==> src/rtl/usb_tx_fsm.sv <==
// usb_tx_fsm
// Transmit state machine for the UTMI byte interface. It takes a PID and an
// optional payload stream from the protocol engine and sends a handshake or
// DATA packet to the PHY. For DATA packets it appends the reflected USB CRC16.
//
// Ports
//   clk, rst        : single clock, synchronous active-high reset
//   tx_start        : request pulse, sampled only while idle
//   tx_pid          : PID to send, sampled with tx_start
//   tx_has_data     : payload follows (DATA PIDs only; 0 gives a zero-length packet)
//   tx_data         : payload byte
//   tx_data_valid   : tx_data holds a valid byte
//   tx_data_last    : tx_data is the final payload byte
//   tx_data_ready   : payload byte consumed when ready && valid (combinational)
//   utmi_tx_data    : byte presented to the PHY (registered)
//   utmi_tx_valid   : TxValid, held high for the whole packet (registered)
//   utmi_tx_ready   : TxReady; a byte moves when utmi_tx_valid && utmi_tx_ready
//   tx_busy         : high from the PID cycle until idle again, gap included
//   tx_done         : one-cycle pulse after a packet completes
//   tx_error        : one-cycle pulse on illegal PID, underrun or overlength
module usb_tx_fsm #(
  parameter int MAX_PAYLOAD   = 1024,
  parameter int TX_GAP_CYCLES = 2
) (
  input  logic       clk,
  input  logic       rst,
  input  logic       tx_start,
  input  logic [3:0] tx_pid,
  input  logic       tx_has_data,
  input  logic [7:0] tx_data,
  input  logic       tx_data_valid,
  input  logic       tx_data_last,
  output logic       tx_data_ready,
  output logic [7:0] utmi_tx_data,
  output logic       utmi_tx_valid,
  input  logic       utmi_tx_ready,
  output logic       tx_busy,
  output logic       tx_done,
  output logic       tx_error
);

  localparam int CNT_W = $clog2(MAX_PAYLOAD + 1);
  // A zero-length gap still spends one cycle in GAP.
  localparam int GAP_N = (TX_GAP_CYCLES == 0) ? 1 : TX_GAP_CYCLES;
  localparam logic [7:0]       GAP_LAST = 8'(GAP_N - 1);
  localparam logic [CNT_W-1:0] CNT_MAX  = CNT_W'(MAX_PAYLOAD);

  typedef enum logic [2:0] {
    S_IDLE,
    S_PID,
    S_DATA,
    S_CRC_LO,
    S_CRC_HI,
    S_GAP
  } state_t;

  state_t           state;
  logic             has_data;   // payload requested for this packet
  logic             data_pkt;   // DATA PID (gets CRC), otherwise handshake
  logic             last_held;  // output register holds the final payload byte
  logic [15:0]      crc;
  logic [CNT_W-1:0] count;
  logic [7:0]       gap_cnt;

  logic xfer;
  logic payload_pend;
  logic at_max;

  function automatic logic pid_legal(input logic [3:0] pid);
    case (pid)
      4'h2, 4'hA, 4'hE, 4'h6,
      4'h3, 4'hB, 4'h7, 4'hF: pid_legal = 1'b1;
      default:                pid_legal = 1'b0;
    endcase
  endfunction

  // DATA0/1/2/MDATA all have 11 in the two low PID bits; handshakes have 10.
  function automatic logic pid_is_data(input logic [3:0] pid);
    pid_is_data = (pid[1:0] == 2'b11);
  endfunction

  // Reflected CRC16 (poly 0xA001), one byte, LSB first.
  function automatic logic [15:0] crc16_upd(input logic [15:0] c, input logic [7:0] d);
    logic [15:0] r;
    r = c;
    for (int i = 0; i < 8; i++) begin
      if (d[i] ^ r[0]) r = (r >> 1) ^ 16'hA001;
      else             r = r >> 1;
    end
    crc16_upd = r;
  endfunction

  always_comb begin
    xfer         = utmi_tx_valid && utmi_tx_ready;
    // The next byte to load comes from the payload stream.
    payload_pend = ((state == S_PID) && has_data) || ((state == S_DATA) && !last_held);
    at_max       = (count == CNT_MAX);
    // Never consume a byte that would overflow the packet.
    tx_data_ready = xfer && payload_pend && !at_max;
  end

  always_ff @(posedge clk) begin
    if (rst) begin
      state         <= S_IDLE;
      has_data      <= 1'b0;
      data_pkt      <= 1'b0;
      last_held     <= 1'b0;
      crc           <= 16'hFFFF;
      count         <= '0;
      gap_cnt       <= '0;
      utmi_tx_data  <= 8'h00;
      utmi_tx_valid <= 1'b0;
      tx_busy       <= 1'b0;
      tx_done       <= 1'b0;
      tx_error      <= 1'b0;
    end else begin
      tx_done  <= 1'b0;
      tx_error <= 1'b0;
      if (state == S_IDLE) begin
        if (tx_start) begin
          if (pid_legal(tx_pid)) begin
            utmi_tx_data  <= {~tx_pid, tx_pid};
            utmi_tx_valid <= 1'b1;
            tx_busy       <= 1'b1;
            data_pkt      <= pid_is_data(tx_pid);
            has_data      <= tx_has_data && pid_is_data(tx_pid);
            last_held     <= 1'b0;
            crc           <= 16'hFFFF;
            count         <= '0;
            state         <= S_PID;
          end else begin
            tx_error <= 1'b1;
          end
        end
      end else if (state == S_GAP) begin
        if (gap_cnt == GAP_LAST) begin
          gap_cnt <= '0;
          tx_busy <= 1'b0;
          state   <= S_IDLE;
        end else begin
          gap_cnt <= gap_cnt + 8'd1;
        end
      end else if (xfer) begin
        if (payload_pend) begin
          if (at_max || !tx_data_valid) begin
            // Overlength or underrun: drop TxValid and abort.
            utmi_tx_valid <= 1'b0;
            tx_error      <= 1'b1;
            gap_cnt       <= '0;
            state         <= S_GAP;
          end else begin
            utmi_tx_data <= tx_data;
            crc          <= crc16_upd(crc, tx_data);
            count        <= count + 1'b1;
            last_held    <= tx_data_last;
            state        <= S_DATA;
          end
        end else begin
          case (state)
            S_PID: begin
              if (!data_pkt) begin
                utmi_tx_valid <= 1'b0;
                tx_done       <= 1'b1;
                gap_cnt       <= '0;
                state         <= S_GAP;
              end else begin
                // Zero-length packet: crc is still 0xFFFF, so this loads 0x00.
                utmi_tx_data <= ~crc[7:0];
                state        <= S_CRC_LO;
              end
            end
            S_DATA: begin
              // Only reached with last_held set; crc already covers that byte.
              utmi_tx_data <= ~crc[7:0];
              state        <= S_CRC_LO;
            end
            S_CRC_LO: begin
              utmi_tx_data <= ~crc[15:8];
              state        <= S_CRC_HI;
            end
            S_CRC_HI: begin
              utmi_tx_valid <= 1'b0;
              tx_done       <= 1'b1;
              gap_cnt       <= '0;
              state         <= S_GAP;
            end
            default: state <= S_IDLE;
          endcase
        end
      end
    end
  end

endmodule

==> config.mk <==
export PLATFORM = sky130hd
export DESIGN_NAME = usb_tx_fsm
export DESIGN_NICKNAME = d
export VERILOG_FILES = /design/src/rtl/usb_tx_fsm.sv
export SDC_FILE = /design/constraint.sdc
export NUM_CORES = 1
export LEC_CHECK = 0
export ABC_AREA = 1
export ABC_CLOCK_PERIOD_IN_PS = 1650
export CAP_MARGIN = 15
export CORE_UTILIZATION = 52
export DETAILED_ROUTE_END_ITERATION = 10
export GPL_ROUTABILITY_DRIVEN = 0
export HOLD_SLACK_MARGIN = 0.12
export PLACE_DENSITY = 0.77
export SLEW_MARGIN = 20
export SYNTH_ARGS = -nofsm -noshare
export SYNTH_HDL_FRONTEND = slang
export SYNTH_SLANG_ARGS = --single-unit
==> constraint.sdc <==
create_clock -name clk -period 1.65 [get_ports clk]
set_input_delay 0.33 -clock clk [delete_from_list [all_inputs] [get_ports clk]]
set_output_delay 0.33 -clock clk [all_outputs]
set_load 0.005 [all_outputs]
==> flow_results.org, run 1 <==
** Timing
- Dividing the final minimum period by the clock period gives 118%.
- Clock skew on the completed layout was measured at 12.2 ps.
- Final count of negative-setup-slack endpoints :: 51
- Transition at the pin with the smallest max-transition slack :: 366 ps
- The number of slew-limit violations in the final report was 0.
- Measured against its own limit, the worst slew margin works out to 75.5%.
- In the post-route analysis, the smallest setup slack over all paths is -303 ps.
- Setup repair after global routing missed its margin :: true
- The final hold violation count came to 0.
- The worst path in the final design needs a cycle of 1950 ps, including I/O delays and setup.
- Adding up every negative setup slack in the final design gives -8790 ps.
- Static timing analysis puts the maximum clock frequency at 0.512 GHz.

** Yosys
- Counting flops with an async set or reset pin after synthesis yields a share of 0%.
- Counting flops with a built-in enable in the synthesized netlist gives 0.
- Distinct cell type count of the synthesized netlist :: 44
- Synth Flop Type :: sky130_fd_sc_hd__dfxtp_1
- During synthesis, Yosys emitted a total of 0 warnings.
- The number of nets in the synthesized netlist is 475.
- Yosys top cell area share :: 33.4%
- Cell type contributing the most total cell area after synthesis :: sky130_fd_sc_hd__dfxtp_1
- In the synthesized netlist, the number of instances is 452.
- After synthesis, the mean cell area works out to 7.04 um2.
- Main area contributors after synthesis :: sky130_fd_sc_hd__dfxtp_1 33%, sky130_fd_sc_hd__nand2_1 13%, sky130_fd_sc_hd__inv_1 5.8%
- Ranked by instance count, the synthesized netlist is headed by 114 x sky130_fd_sc_hd__nand2_1, 53 x sky130_fd_sc_hd__dfxtp_1, 49 x sky130_fd_sc_hd__inv_1.
- Post-synthesis sequential area ratio :: 33.4%
- Mapped cell area :: 3180 um2
- Among all cell types in the netlist, the one instantiated most often is sky130_fd_sc_hd__nand2_1.
- In this run, synthesis produced a sequential element count of 53.

** Status
- Violated checks :: negative setup slack
- The run finished, with violations left.

** Die
- 32 I/O pins were placed.
- In this run the vertical extent of the chip is 80.2 um.
- The die is 80.2 um wide.
- Num rows :: 28
- Standard cell core area :: 5920 um2
- The die covers 6430 um2.
- Effective utilization at floorplan :: 53.7%

** Finish
- The filler cells instantiated in the layout total 330.
- Diode insertion count for antenna repair :: 0
- Area growth from synthesis to layout :: 49.9%
- Summing all non-filler instances in the final layout gives an area of 4770 um2.
- The final layout contains 608 nets.
- Ratio of cells with drive above 1 in the final layout :: 37.5%

** Route
- Post-detailed-route via-to-cell ratio :: 5.75
- The first routing iteration left 348 violations.
- Dividing the detail-routed wire length by the instance count gives 17.2 um.
- The routed layout has 3798 vias.
- Before antenna repair, the detailed router went through 6 iterations.
- The final layout contains routed wiring with a total length of 11400 um.
- After detailed routing, the number of remaining DRC violations is 0.
- Antenna Nets Post-Route :: 0

** Placement
- Cell area after placement :: 4190 um2
- Detailed placement ended at an HPWL of 6570 um.
- Port bufs :: 31

** Setup path
- The worst setup path is captured at a flip-flop.
- Peak fanout along the critical path :: 5
- Data required time at the worst endpoint :: 1850 ps
- STA puts the critical path data arrival time at 2160 ps.
- Start-to-end type of the worst setup path :: flip-flop to flip-flop
- Worst Setup Start Kind :: flip-flop

** Power
- Switching part of the total :: 43.9%
- For this design the static power due to leakage is 2.08 nW.
- Seq pwr share :: 25.0%
- For this design the ratio of total power to cell area is 1350 nW/um2.
- The analysis attributes to net switching a power of 0.00282 W.
- Comb power frac :: 63.4%
- Share of power burned in the clock network :: 11.7%
- Total power for the finished layout comes to 0.00642 W.
- VDD sags by at most 0.000944 V.
- Internal power component :: 0.00360 W

** CTS
- Hold repair after CTS inserted 0 buffers.
- TritonCTS clock tree :: built
- Maximum level of the CTS H-tree :: 2
- Clock tree synthesis found a total of 53 sinks.
- Clock tree synthesis inserted a total of 5 buffers.
- Clock transition at the registers of the reported paths :: 100 ps
- The longest clock path from root to sink contains 2 buffers.
- The tree is rooted in a sky130_fd_sc_hd__clkbuf_8.
- The later pin in the worst-skew pair is clocked with a latency of 310 ps.

** GRT
- The first global-routing pass estimated 16200 um of wire.
- Number of global-route vias before repair :: 3544
- Entering global routing, the biggest net connects 22 pins.
- Grt total ovfl :: 0
- Total Routing Usage GR :: 32.6%
- The number of antenna violations at the first check in global routing came to 0.

** Worst hold path
- The path class of the tightest hold or removal check is flip-flop to flip-flop.

** Run
- Max-cap viol count :: 0
-- layout by cell type (no fill, tap or decap), types with 2 or more instances in the layout --
| master | synthesis | final |
|---|---|---|
| sky130_fd_sc_hd__a21oi_1 | 35 | 28 |
| sky130_fd_sc_hd__a21oi_2 | 9 | 15 |
| sky130_fd_sc_hd__a221oi_1 | 4 | 2 |
| sky130_fd_sc_hd__a221oi_2 | 0 | 2 |
| sky130_fd_sc_hd__buf_12 | 1 | 4 |
| sky130_fd_sc_hd__buf_4 | 0 | 87 |
| sky130_fd_sc_hd__buf_6 | 5 | 15 |
| sky130_fd_sc_hd__clkbuf_8 | 0 | 5 |
| sky130_fd_sc_hd__clkdlybuf4s50_1 | 0 | 24 |
| sky130_fd_sc_hd__clkinv_2 | 0 | 2 |
| sky130_fd_sc_hd__dfxtp_1 | 53 | 49 |
| sky130_fd_sc_hd__dfxtp_2 | 0 | 3 |
| sky130_fd_sc_hd__dlygate4sd2_1 | 0 | 4 |
| sky130_fd_sc_hd__dlymetal6s2s_1 | 0 | 2 |
| sky130_fd_sc_hd__ha_1 | 4 | 3 |
| sky130_fd_sc_hd__inv_1 | 49 | 43 |
| sky130_fd_sc_hd__inv_2 | 8 | 10 |
| sky130_fd_sc_hd__inv_4 | 2 | 4 |
| sky130_fd_sc_hd__inv_6 | 1 | 3 |
| sky130_fd_sc_hd__mux2i_1 | 2 | 2 |
| sky130_fd_sc_hd__nand2_1 | 114 | 102 |
| sky130_fd_sc_hd__nand2_2 | 8 | 17 |
| sky130_fd_sc_hd__nand2_4 | 3 | 6 |
| sky130_fd_sc_hd__nand3_1 | 22 | 17 |
| sky130_fd_sc_hd__nand3_2 | 2 | 5 |
| sky130_fd_sc_hd__nand3_4 | 0 | 2 |
| sky130_fd_sc_hd__nand4_1 | 3 | 3 |
| sky130_fd_sc_hd__nor2_1 | 33 | 29 |
| sky130_fd_sc_hd__nor2_2 | 3 | 3 |
| sky130_fd_sc_hd__nor2_4 | 1 | 5 |
| sky130_fd_sc_hd__nor3_1 | 9 | 6 |
| sky130_fd_sc_hd__nor3_4 | 2 | 4 |
| sky130_fd_sc_hd__o211ai_1 | 7 | 7 |
| sky130_fd_sc_hd__o21ai_0 | 22 | 8 |
| sky130_fd_sc_hd__o21ai_1 | 5 | 13 |
| sky130_fd_sc_hd__o21ai_2 | 4 | 9 |
| sky130_fd_sc_hd__o22ai_1 | 3 | 3 |
| sky130_fd_sc_hd__or2_2 | 3 | 3 |
| sky130_fd_sc_hd__xnor2_2 | 0 | 2 |
| sky130_fd_sc_hd__xor2_1 | 14 | 13 |
-- repair_timing --
action                                 in CTS  in global routing
gates resized for setup                    63                 54
setup endpoints to repair                  52                 53
setup buffers                              11                  9
endpoints found under the hold margin       0                  0
gates cloned                                2                  0
pin swaps                                  10                 23
-- registers in the layout, indices dropped and copies added, names as in the netlist --
register and flops:
count 11, crc 16, data_pkt 1, gap_cnt 8, has_data 1, last_held 1
state 3, tx_busy 1, tx_done 1, tx_error 1, utmi_tx_data 8, utmi_tx_valid 1
-- worst paths after layout --
check	depth (start not counted)	slack (ps)	to	from
worst min register to register	2	470	data_pkt	data_pkt
worst min-delay path	2	470	data_pkt	data_pkt
worst max register to register	12	-300	crc[5]	state[1]
worst max-delay path	12	-300	crc[5]	state[1]
-- worst max-delay path: stages, from the launching register on --
cell and delay [ps]:
sky130_fd_sc_hd__dfxtp_2 340, sky130_fd_sc_hd__buf_6 120, sky130_fd_sc_hd__buf_6 120, sky130_fd_sc_hd__nor2_4 110, sky130_fd_sc_hd__nand2_4 90, sky130_fd_sc_hd__inv_6 80, sky130_fd_sc_hd__nand2_2 70, sky130_fd_sc_hd__nand4_4 150
sky130_fd_sc_hd__inv_2 70, sky130_fd_sc_hd__nand2_4 100, sky130_fd_sc_hd__clkinvlp_4 180, sky130_fd_sc_hd__buf_4 180, sky130_fd_sc_hd__o211ai_1 240
-- cell families (layout without fill, tap and decap cells) --
logic type,after synthesis,after routing,share of synthesized area (%)
AOI/OAI and AO/OA,94,94,17.9
adders and majority gates,4,4,1.57
DFF,53,53,33.4
xor gates and xnor gates,17,17,4.68
and+or+nand+nor,209,209,31.2
buffers and inverters,73,207,10.7
muxes,2,2,0.629
-- power groups by stage --
| stage | Combinational [W] | Sequential, W | Clock, W |
|---|---|---|---|
| 2_1_floorplan | 0.00176 | 0.00161 | 0 |
| 3_3_place_gp | 0.00299 | 0.00158 | 0 |
| 3_5_place_dp | 0.00307 | 0.00159 | 0 |
| 4_1_cts | 0.00346 | 0.00158 | 0.000735 |
| 5_1_grt | 0.00428 | 0.00162 | 0.000796 |
| 6_report | 0.00407 | 0.00160 | 0.000750 |
-- cell type report --
| type | instances | area, um2 | area share, % |
|---|---|---|---|
| Multi-Input combinational cell | 326 | 2050 | 42.9 |
| Timing Repair Buffer | 137 | 1210 | 25.3 |
| Clock buffer | 6 | 72.6 | 1.52 |
| Clock inverter | 2 | 10.0 | 0.210 |
| Inverter | 61 | 263 | 5.51 |
| Sequential cell | 53 | 1070 | 22.4 |
| Tap cell | 75 | 93.8 | 1.97 |
| Timing Repair inverter | 1 | 6.26 | 0.131 |
-- per-layer routing --
layer  global-route usage (%)  vias to the layer above  part of all wire, %
met2                     58.0                      250                   47
met1                     37.1                     1729                   38
met3                     6.48                       78                  8.5
met5                        0                        -                    0
met4                     15.2                        0                  6.2
li1                         -                     1741                    -
-- metrics by stage --
step                      setup slack [ps]  util, %  hold WS, ps  cells
after floorplan                      -16.6        -          392    452
after global placement                -350     70.7          447    632
after detailed placement              -524     70.7          458    632
after CTS                             -171     76.6          473    653
after global routing                  -376     80.5          481    661
final                                 -303     80.5          472    661
No activity file was read; power rests on OpenSTA's default activity.
==> run 2, diff against run 1 <==
--- a/config.mk
+++ b/config.mk
@@ -6,13 +6,13 @@
 export NUM_CORES = 1
 export LEC_CHECK = 0
 export ABC_AREA = 1
-export ABC_CLOCK_PERIOD_IN_PS = 1650
+export ABC_CLOCK_PERIOD_IN_PS = 2500
 export CAP_MARGIN = 15
-export CORE_UTILIZATION = 52
+export CORE_UTILIZATION = 60
 export DETAILED_ROUTE_END_ITERATION = 10
 export GPL_ROUTABILITY_DRIVEN = 0
 export HOLD_SLACK_MARGIN = 0.12
-export PLACE_DENSITY = 0.77
+export PLACE_DENSITY = 0.83
 export SLEW_MARGIN = 20
 export SYNTH_ARGS = -nofsm -noshare
 export SYNTH_HDL_FRONTEND = slang
==> constraint.sdc (replaced) <==
create_clock -name clk -period 2.5 [get_ports clk]
set_input_delay 0.5 -clock clk [delete_from_list [all_inputs] [get_ports clk]]
set_output_delay 0.5 -clock clk [all_outputs]
set_load 0.005 [all_outputs]
==> run 2 against run 1 <==
The flow now finishes without violations. Utilization is 8.9 points lower. Largest cell class unchanged. Design area decreased by 23%. Die area shrank 13%. Fmax down 8.2%. Power down 52%. Largest power group unchanged.
==> flow_results.org, run 2 (same netlist as run 1, synthesis figures left out) <==
** CTS
- The root buffer cell chosen for the clock tree is sky130_fd_sc_hd__clkbuf_8.
- Hold bufs inserted after CTS :: 0 (unchanged)
- The number of levels the H-tree was split into came to 2 (unchanged).
- The clock-pin slew of the registers on the worst-case setup and hold paths is 100 ps (about the same).
- The number of clock buffers inserted by TritonCTS is 5 (unchanged).
- TritonCTS built the clock tree.
- The source-to-sink clock delay at the later pin of the worst-skew pair is 310 ps (about the same).
- Max Root-Sink Buffers :: 2 (unchanged)
- The clock sink count was 53 (unchanged).

** Power
- The largest voltage drop on the vdd net came to 0.000663 V (-30%).
- The leakage component of the power is 1.50 nW (-28%).
- Power Density :: 850 nW/um2 (-37%)
- Total power consumption of the routed design :: 0.00311 W (-52%)

** Setup path
- The worst setup path is captured at a flip-flop.
- Sequence of cells on the critical path :: inv_2 -> nand2_4 -> inv_4 -> nor2_1 -> clkinv_1 -> nand4_4 -> inv_2 -> nand2_4 -> nand2_8 -> inv_4 -> o21ai_0 -> a21oi_1
- Delay of the slowest cell on the worst path :: 490 ps (+150 ps)
- The data arrival time of the critical path is 2380 ps (+220 ps).
- The largest individual stage delay along the critical path comes from the cell sky130_fd_sc_hd__dfxtp_1.
- The most critical setup path has its startpoint at state[2].
- Category of cells accounting for the largest share of critical-path delay :: simple AND/OR/NAND/NOR gates
- Worst Setup Start Kind :: flip-flop
- The largest fanout on the critical path was 23 (+18).
- Data required time at the worst endpoint :: 2750 ps (+900 ps)
- The total buffers and inverters traversed by the critical path came to 5 (-1).
- Startpoint of the worst register-to-register path :: state[2]
- By startpoint and endpoint, the worst setup path is classified as flip-flop to flip-flop.

** Timing
- Final critical-path required period :: 2130 ps (+175 ps)
- Max-slew violations :: 0 (unchanged)
- Highest clock rate :: 0.470 GHz (-8.2%)
- The worst hold slack is 472 ps (-0.678 ps).
- Hold Violations, Final :: 0 (unchanged)
- The worst clock skew was 10.0 ps (-2.14 ps).
- Setup Total Neg Slack :: 0 ps (+8790 ps)
- Setup repair after global routing missed its margin :: false
- The count of endpoints failing setup in the final report came to 0 (-100%).
- The post-route clock period utilization came to 85.1% (-33 points).
- The slew of the pin with the lowest slew margin came to 594 ps (+228 ps).
- Worst slew margin relative to its limit :: 60.3% (-15 points)

** Die
- The die span in x is 74.8 um (-6.7%).
- The height of the die came to 74.8 um (-6.7%).
- The I/O pin count was 32 (unchanged).
- Die Footprint :: 5600 um2 (-13%)
- Effective utilization at floorplan :: 62.3% (+8.6 points)
- The area of the core was 5110 um2 (-14%).
- The count of standard-cell rows came to 26 (-7.1%).

** Finish
- Total area of sequential cells :: 1060 um2 (-0.35%)
- Area growth from synthesis to layout :: 14.9%
- Most flops, register :: crc
- The antenna diode count was 0 (unchanged).
- The flip-flop count of the largest register, all copies and words added is 16 (unchanged).
- The area of combinational cells with multiple inputs is 1800 um2 (-12%).
- Highest-count cells in the layout ignoring fill and taps :: 114 x sky130_fd_sc_hd__nand2_1, 52 x sky130_fd_sc_hd__dfxtp_1, 49 x sky130_fd_sc_hd__inv_1, 35 x sky130_fd_sc_hd__a21oi_1, 33 x sky130_fd_sc_hd__nor2_1
- Leaving out fill and tap cells, the most frequent cell in the layout is sky130_fd_sc_hd__nand2_1.
- The post-layout net count came to 507 (-17%).
- Ratio of cells with drive above 1 in the final layout :: 13.4% (-24 points)
- The largest registers in the layout are crc: 16 flops, count: 11 flops.
- Total of fill cells in the finished design :: 442 (+34%)

** GRT
- The global-route wire length before repair is 12300 um (-24%).
- The global-route total usage across every layer is 28.7% (-3.8 points).
- Largest net degree at the start of global routing :: 24 (+9.1%)
- Number of antenna violations at the first check in global routing :: 0 (unchanged)
- The sum of overflow across all layers after global routing is 0 (unchanged).
- Number of global-route vias before repair :: 2732 (-23%)

** Route
- Wire length after detailed routing :: 7490 um (-34%)
- The routed wirelength normalized by instance count came to 13.5 um (-22%).
- The via count normalized by instance count was 5.47 (-4.8%).
- Routed signal wires occupy layers up through met4.
- The post-detailed-route count of antenna-violating nets is 0 (unchanged).
- The detailed-routing wirelength on met1 was 3300 um (-23%).
- Via count of the routed design :: 3035 (-20%)
- Count of unresolved DRC violations after routing :: 0 (unchanged)
- Number of detailed-routing iterations run before antenna repair :: 4 (-2)
- The initial detailed-routing violation count was 336 (-3.4%).
- The detailed-routed wire length on met2 was 3510 um (-35%).
- Met3 layer wire length in the routed design :: 555 um (-43%)

** Placement
- Post-detail-place hpwl :: 5540 um (-16%)
- Port bufs :: 31 (unchanged)

** Status
- The run finished with clean final reports.

** Worst hold path
- In this run the worst hold path is classified as flip-flop to flip-flop.
- HP Start :: tx_busy

** Run
- The max capacitance violation total was 0 (unchanged).
run 2: worst register-to-register path, delay by kind of cell (launching register included):
kind            cells  cell delay (ps)
flops               1              490
buf+inv             5              620
compound gates      2              220
simple gates        5              730
run 2: layout make-up:
type / count / area share, %
Timing Repair Buffer: 37 / 9.79
Tap cell: 70 / 2.40
Sequential cell: 53 / 29.1
Clock inverter: 2 / 1.06
Clock buffer: 6 / 1.98
Multi-Input combinational cell: 326 / 49.1
Inverter: 61 / 6.54
run 2: path summary, 6_finish.rpt:
kind | endpoint | slack, ps | cells after the start
setup reg to reg | count[0] | 370 | 12
hold reg to reg | tx_busy | 470 | 2
hold / removal | tx_busy | 470 | 2
setup / recovery | count[0] | 370 | 12
run 2: per-layer routing:
| metal | GRT usage (%) | vias up |
|---|---|---|
| li1 | - | 1542 |
| met1 | 36.8 | 1358 |
| met2 | 48.8 | 119 |
| met3 | 5.49 | 16 |
| met4 | 9.22 | 0 |
| met5 | 0 | - |
run 2: metrics by stage:
step | util (%) | cell area (um2) | cells | setup slack (ps)
2_1_floorplan | - | 3180 | 452 | 826
3_3_place_gp | 68.8 | 3510 | 546 | 261
3_5_place_dp | 68.8 | 3510 | 546 | 199
4_1_cts | 71.3 | 3640 | 555 | 68.2
5_1_grt | 71.6 | 3660 | 555 | 161
6_report | 71.6 | 3660 | 555 | 372
run 2: power by group:
group          leakage [nW]  total, W  switching [W]  internal, W
clock                0.0554  0.000584       0.000283     0.000301
combinational          1.01   0.00147       0.000948     0.000517
sequential            0.431   0.00106      0.0000873     0.000970
total                  1.50   0.00311        0.00132      0.00179
run 2: what timing repair did:
item                                    4_1_cts  5_1_grt
buffers inserted                              1        0
pin swaps                                     1        1
gates resized for setup                       2        4
hold endpoints to repair                      0        0
endpoints found under the setup margin        1        1
==> run 3, diff against run 2 <==
--- a/config.mk
+++ b/config.mk
@@ -8,11 +8,11 @@
 export ABC_AREA = 1
 export ABC_CLOCK_PERIOD_IN_PS = 2500
 export CAP_MARGIN = 15
-export CORE_UTILIZATION = 60
+export CORE_UTILIZATION = 42
+export CTS_BUF_LIST = sky130_fd_sc_hd__clkbuf_2 sky130_fd_sc_hd__clkbuf_4 sky130_fd_sc_hd__clkbuf_8
 export DETAILED_ROUTE_END_ITERATION = 10
 export GPL_ROUTABILITY_DRIVEN = 0
 export HOLD_SLACK_MARGIN = 0.12
-export PLACE_DENSITY = 0.83
 export SLEW_MARGIN = 20
 export SYNTH_ARGS = -nofsm -noshare
 export SYNTH_HDL_FRONTEND = slang
==> run 3 against run 2 <==
Non-clock buffer count stayed put. Sequential power hardly changed. Critical path depth stayed put. Clock power is 9.1% higher. Critical endpoint unchanged. Largest cell class unchanged.
==> flow_results.org, run 3 (same netlist as run 1, synthesis figures left out) <==
** GRT
- The number of antenna violations at the first check in global routing is 0 (unchanged).
- First-pass GRT wire length :: 12800 um (+4.8%)
- Largest net degree at the start of global routing :: 24 (unchanged)
- The sum of overflow across all layers after global routing is 0 (unchanged).
- The via count of the first global-routing pass is 2657 (-2.7%).
- Total Routing Usage GR :: 21.0% (-7.7 points)

** CTS
- Hold bufs inserted after CTS :: 0 (unchanged)
- The number of clock buffers inserted by TritonCTS is 5 (unchanged).
- The clock sink count is 53 (unchanged).
- Max Root-Sink Buffers :: 2 (unchanged)
- The number of levels the H-tree was split into came to 2 (unchanged).
- Clock tree root driver cell :: sky130_fd_sc_hd__clkbuf_8
- TritonCTS clock tree :: built
- Worst-Skew Late Latency :: 310 ps (about the same)
- Clock transition at the registers of the reported paths :: 100 ps (about the same)

** Route
- Post-detailed-route via-to-cell ratio :: 5.09 (-6.9%)
- The initial detailed-routing violation count is 148 (-56%).
- Via count of the routed design :: 2973 (-2.0%)
- Number of detailed-routing iterations run before antenna repair :: 4 (unchanged)
- Wire length after detailed routing :: 7750 um (+3.4%)
- The routed wirelength normalized by instance count is 13.3 um (-1.7%).
- The DRC violation count after routing is 0 (unchanged).
- Antenna Nets Post-Route :: 0 (unchanged)

** Placement
- The detailed placement HPWL is 5680 um (+2.6%).
- The instance count after placement with tap cells included came to 575 (+5.3%).
- The instance area after placement is 3550 um2 (+1.0%).
- Port bufs :: 31 (unchanged)

** Power
- The leakage component of the power came to 1.51 nW (+0.50%).
- Worst-case vdd ir drop :: 0.000379 V (-43%)
- Comb power frac :: 46.3% (-0.9 points)
- Switching part of the total :: 42.2% (-0.20 points)
- Share of power burned in the clock network :: 20.2% (+1.4 points)
- Seq pwr share :: 33.5% (-0.5 points)
- Internal power component :: 0.00183 W (+2.1%)
- The net switching power figure came to 0.00134 W (+1.3%).
- The power per cell area was 853 nW/um2 (+0.37%).

** Setup path
- The worst setup path is captured at a flip-flop.
- The worst setup path is launched from a flip-flop.
- The data arrival time of the critical path is 2420 ps (+40 ps).
- Start-to-end type of the worst setup path :: flip-flop to flip-flop
- Peak fanout along the critical path :: 23 (unchanged)
- The worst endpoint required time came to 2740 ps (about the same).

** Die
- Die Span Y :: 89.0 um (+19%)
- The count of standard-cell rows came to 31 (+19%).
- Effective utilization at floorplan :: 43.6% (-19 points)
- The I/O pin count came to 32 (unchanged).
- The die span in x came to 89.0 um (+19%).
- The floorplan die area is 7920 um2 (+42%).
- Standard cell core area :: 7290 um2 (+43%)

** Finish
- The flip-flop count of the largest register, all copies and words added is 16 (unchanged).
- The area of combinational cells with multiple inputs was 1800 um2 (+0.28%).
- Total of fill cells in the finished design :: 788 (+78%)
- crc holds more flip-flops than any other register.
- Finished Layout Cells :: 584 (+5.2%)
- From synthesis to final layout, the design area changed by 16.5%.
- Commonest non-fill, non-tap cell in the layout :: sky130_fd_sc_hd__nand2_1
- Highest-count cells in the layout ignoring fill and taps :: 114 x sky130_fd_sc_hd__nand2_1, 52 x sky130_fd_sc_hd__dfxtp_1, 49 x sky130_fd_sc_hd__inv_1, 35 x sky130_fd_sc_hd__a21oi_1, 33 x sky130_fd_sc_hd__nor2_1
- Total area of sequential cells :: 1060 um2 (unchanged)
- Diode insertion count for antenna repair :: 0 (unchanged)
- The post-layout net count was 507 (unchanged).
- Registers with the most flip-flops :: crc: 16 flops, count: 11 flops
- Final std cell area, no fill :: 3710 um2 (+1.4%)
- The layout cell share with drive strength beyond 1 came to 13.8% (+0.41 points).

** Timing
- The slew of the pin with the lowest slew margin was 619 ps (+25.3 ps).
- Setup repair after global routing missed its margin :: false
- The shortest period the worst path allows came to 2180 ps (+54.4 ps).
- The count of endpoints failing setup in the final report is 0 (unchanged).
- The worst clock skew came to 10.9 ps (+0.811 ps).
- The final hold violation count came to 0 (unchanged).
- The number of slew-limit violations in the final report was 0 (unchanged).
- The relative max-transition margin is 58.6% (-1.7 points).
- Highest clock rate :: 0.458 GHz (-2.5%)
- Setup Total Neg Slack :: 0 ps (unchanged)
- The post-route clock period utilization is 87.3% (+2.2 points).

** Status
- The run finished with clean final reports.

** Run
- Max-cap viol count :: 0 (unchanged)

** Worst hold path
- Worst min-delay path category :: flip-flop to flip-flop
-- run 3: cell types whose count changed in the layout (fill, tap and decap cells not counted) --
cell / delta
sky130_fd_sc_hd__nor3_1: -1
sky130_fd_sc_hd__nor3_2: +1
sky130_fd_sc_hd__clkbuf_4: +1
sky130_fd_sc_hd__clkbuf_8: +1
sky130_fd_sc_hd__clkbuf_1: -1
sky130_fd_sc_hd__clkinv_4: -1
-- run 3: path summary, 6_finish.rpt --
| kind | startpoint | end | slack [ps] | cells past startpoint |
|---|---|---|---|---|
| worst min-delay path | gap_cnt[3] | gap_cnt[3] | 470 | 2 |
| worst max-delay path | state[2] | count[0] | 320 | 12 |
| worst min register to register | gap_cnt[3] | gap_cnt[3] | 470 | 2 |
| worst max register to register | state[2] | count[0] | 320 | 12 |
-- run 3: critical path: stages (launching register included) --
cell and delay (ps):
sky130_fd_sc_hd__dfxtp_1 500, sky130_fd_sc_hd__inv_2 140, sky130_fd_sc_hd__nand2_4 190, sky130_fd_sc_hd__inv_4 100, sky130_fd_sc_hd__nor2_1 100, sky130_fd_sc_hd__clkinv_1 140, sky130_fd_sc_hd__nand4_4 110, sky130_fd_sc_hd__inv_2 70
sky130_fd_sc_hd__nand2_4 180, sky130_fd_sc_hd__nand2_8 160, sky130_fd_sc_hd__inv_4 190, sky130_fd_sc_hd__o21ai_0 100, sky130_fd_sc_hd__a21oi_1 120
-- run 3: final cells by class --
type | instances | share of cell area (%)
clock buffers | 7 | 2.43
well taps | 99 | 3.34
inverters | 61 | 6.45
repair buffers | 37 | 9.66
multi-input cells | 326 | 48.6
clock inverters | 1 | 0.810
flip-flops and latches | 53 | 28.7
-- run 3: layer usage --
layer,GRT usage (%),vias to the layer above,wire (um)
met1,30.5,1360,3960
li1,-,1530,-
met5,0,-,0
met4,6.64,0,126
met3,3.23,12,294
met2,32.0,71,3360
-- run 3: power groups by stage --
stage               sequential (W)  clock (W)  combinational [W]
CTS                        0.00106   0.000653            0.00147
floorplan                  0.00106          0            0.00115
global route               0.00107   0.000685            0.00163
global placement           0.00106          0            0.00145
detailed placement         0.00107          0            0.00145
finish                     0.00106   0.000637            0.00147
-- run 3: what timing repair did --
item                                   4_1_cts  5_1_grt
buffers inserted                             1        0
setup endpoints to repair                    1        1
gates resized for setup                      4        3
endpoints found under the hold margin        0        0
pin swaps                                    2        0
-- run 3: per-stage QoR --
stage	setup WS [ps]	total power (W)	hold slack, ps	utilization [%]
6_report	318	0.00316	467	50.8
5_1_grt	111	0.00339	496	50.8
4_1_cts	34.0	0.00319	475	50.7
3_5_place_dp	139	0.00251	460	48.7
3_3_place_gp	130	0.00252	448	48.7
2_1_floorplan	826	0.00221	430	-
==> patch: new RTL, settings of run 2 <==
Make the reset (`rst`) asynchronous in one clocked block. Comments in the files are not updated.
--- a/src/rtl/usb_tx_fsm.sv
+++ b/src/rtl/usb_tx_fsm.sv
@@ -99,7 +99,7 @@
     tx_data_ready = xfer && payload_pend && !at_max;
   end
 
-  always_ff @(posedge clk) begin
+  always_ff @(posedge clk or posedge rst) begin
     if (rst) begin
       state         <= S_IDLE;
       has_data      <= 1'b0;
Check against the original RTL: differs if rst is asserted again (counterexample within 4 cycles, from zero or initial values and one cycle with rst high); with rst held inactive, the same outputs for 4 cycles.
==> patch against run 2 <==
Combinational power increased by 63%. Area after synthesis down 2.3%. Clock power about the same. Total power is 41% higher. Worst setup slack lost 0.17 ns. Cell area grew 5.4%. Count of clock-buffer cells in the layout decreased by 1. Sequential cell count stayed put. Wire length increased by 4.1%. Sequential power increased by 33%. Largest cell class unchanged.
==> patch: results (changes against run 2) <==
| Metric | Value |
|---|---|
| Routed length on met2 | 3.76 mm (+7.2%) |
| Total track usage | 0.306 (+0.0182) |
| DRT met1 WL | 3.38 mm (+2.6%) |
| Worst-path maximum fanout | 5 (-78%) |
| Number of distinct library cells after synthesis | 42 (-4.5%) |
| Final HPWL from detailed placement | 5.72 mm (+3.3%) |
| Iter 0 DRT Violations | 331 (-1.5%) |
| Register area share after synthesis | 0.433 (+0.0998) |
| Async SR Flop Fraction | 1.00 (+1.00) |
| Top cells by area, synth | dfrtp_1 30%, dfstp_2 14%, nand2_1 8.6%, inv_1 8.2%, o21ai_0 5.8% |
| Routed WL | 7.80 mm (+4.1%) |
| Synth cell count leaders | 71 x nand2_1, 68 x inv_1, 37 x dfrtp_1, 36 x o21ai_0, 32 x nand3_1 |
| Syn Nets | 425 (-11%) |
| Worst slew margin | 0.572 (-0.0313) |
| Final net count | 481 (-5.1%) |
| Worst Hold Depth | 1 (-1) |
| Share of layout cells above drive strength 1 | 0.183 (+0.0490) |
| Worst Path Arrival | 2.53 ns (+0.15 ns) |
| First-pass GRT wire length | 12.6 mm (+2.9%) |
| Leakage | 1.83 nW (+22%) |
| Status | completed |
| Switch Pwr | 0.00192 W (+45%) |
| Worst vdd rail ir drop | 663 µV (about the same) |
| Largest stage delay, worst path | 0.42 ns (-0.07 ns) |
| Reg2Reg Depth | 15 (+3) |
| Met3 wire len | 540 µm (-2.7%) |
| Clk_skew | 0.00711 ns (-0.00294 ns) |
==> patch: area by class of cell <==
type                       count  area (µm²)  area share
multi-input combinational    269        1520       0.393
sequential                    53        1350       0.350
timing repair buffer          54         510       0.132
inverter                      75         287      0.0744
tap                           67        83.8      0.0218
clock buffer                   5        68.8      0.0179
clock inverter                 3        41.3      0.0107
==> patch: what timing repair did <==
item                                    in CTS  in global routing
pin swaps                                    2                  3
hold buffers                                 0                  0
endpoints found under the setup margin       1                 15
resized for setup                            6                 17
buffers inserted                             1                  4
==> patch: logic make-up (layout without fill, tap and decap cells) <==
kind of cell | count (synthesis) | in the layout | share of synthesized area
AND/OR/NAND/NOR | 165 | 165 | 0.242
AO/OA/AOI/OAI | 90 | 90 | 0.180
buffers and inverters | 80 | 137 | 0.101
adder cells (fa/ha/maj) | 4 | 4 | 0.0161
flip-flops | 53 | 53 | 0.433
XOR/XNOR | 10 | 10 | 0.0282
==> patch: final timing paths <==
path,startpoint,to,slack (ns)
min in group asynchronous,rst,gap_cnt[3],0.50
worst min-delay path,count[9],count[9],0.48
max in group asynchronous,rst,crc[13],1.36
worst max-delay path,count[0],gap_cnt[2],0.20
worst max register to register,count[0],gap_cnt[2],0.20
worst min register to register,count[9],count[9],0.48
==> patch: metal layers <==
layer / vias to the layer above / track usage
li1: 1441 / -
met1: 1403 / 0.407
met2: 128 / 0.501
met3: 16 / 0.0705
met4: 0 / 0.0897
met5: - / 0
==> patch: power by group through the flow <==
stage / logic [W] / clock network [W] / registers [W]
after floorplan: 0.00148 / 0 / 0.00138
final: 0.00239 / 0.000586 / 0.00141
after detailed placement: 0.00220 / 0 / 0.00141
after global routing: 0.00267 / 0.000612 / 0.00144
after CTS: 0.00224 / 0.000585 / 0.00140
after global placement: 0.00214 / 0 / 0.00139
==> patch: stage by stage <==
step	power, W	setup WS [ns]	instance area, µm²	std cells
CTS	0.00422	0.0121	3780	522
finish	0.00439	0.204	3850	526
floorplan	0.00286	0.461	3110	402
detailed placement	0.00361	-0.148	3630	513
global route	0.00473	0.00842	3850	526
global placement	0.00354	-0.0349	3630	513
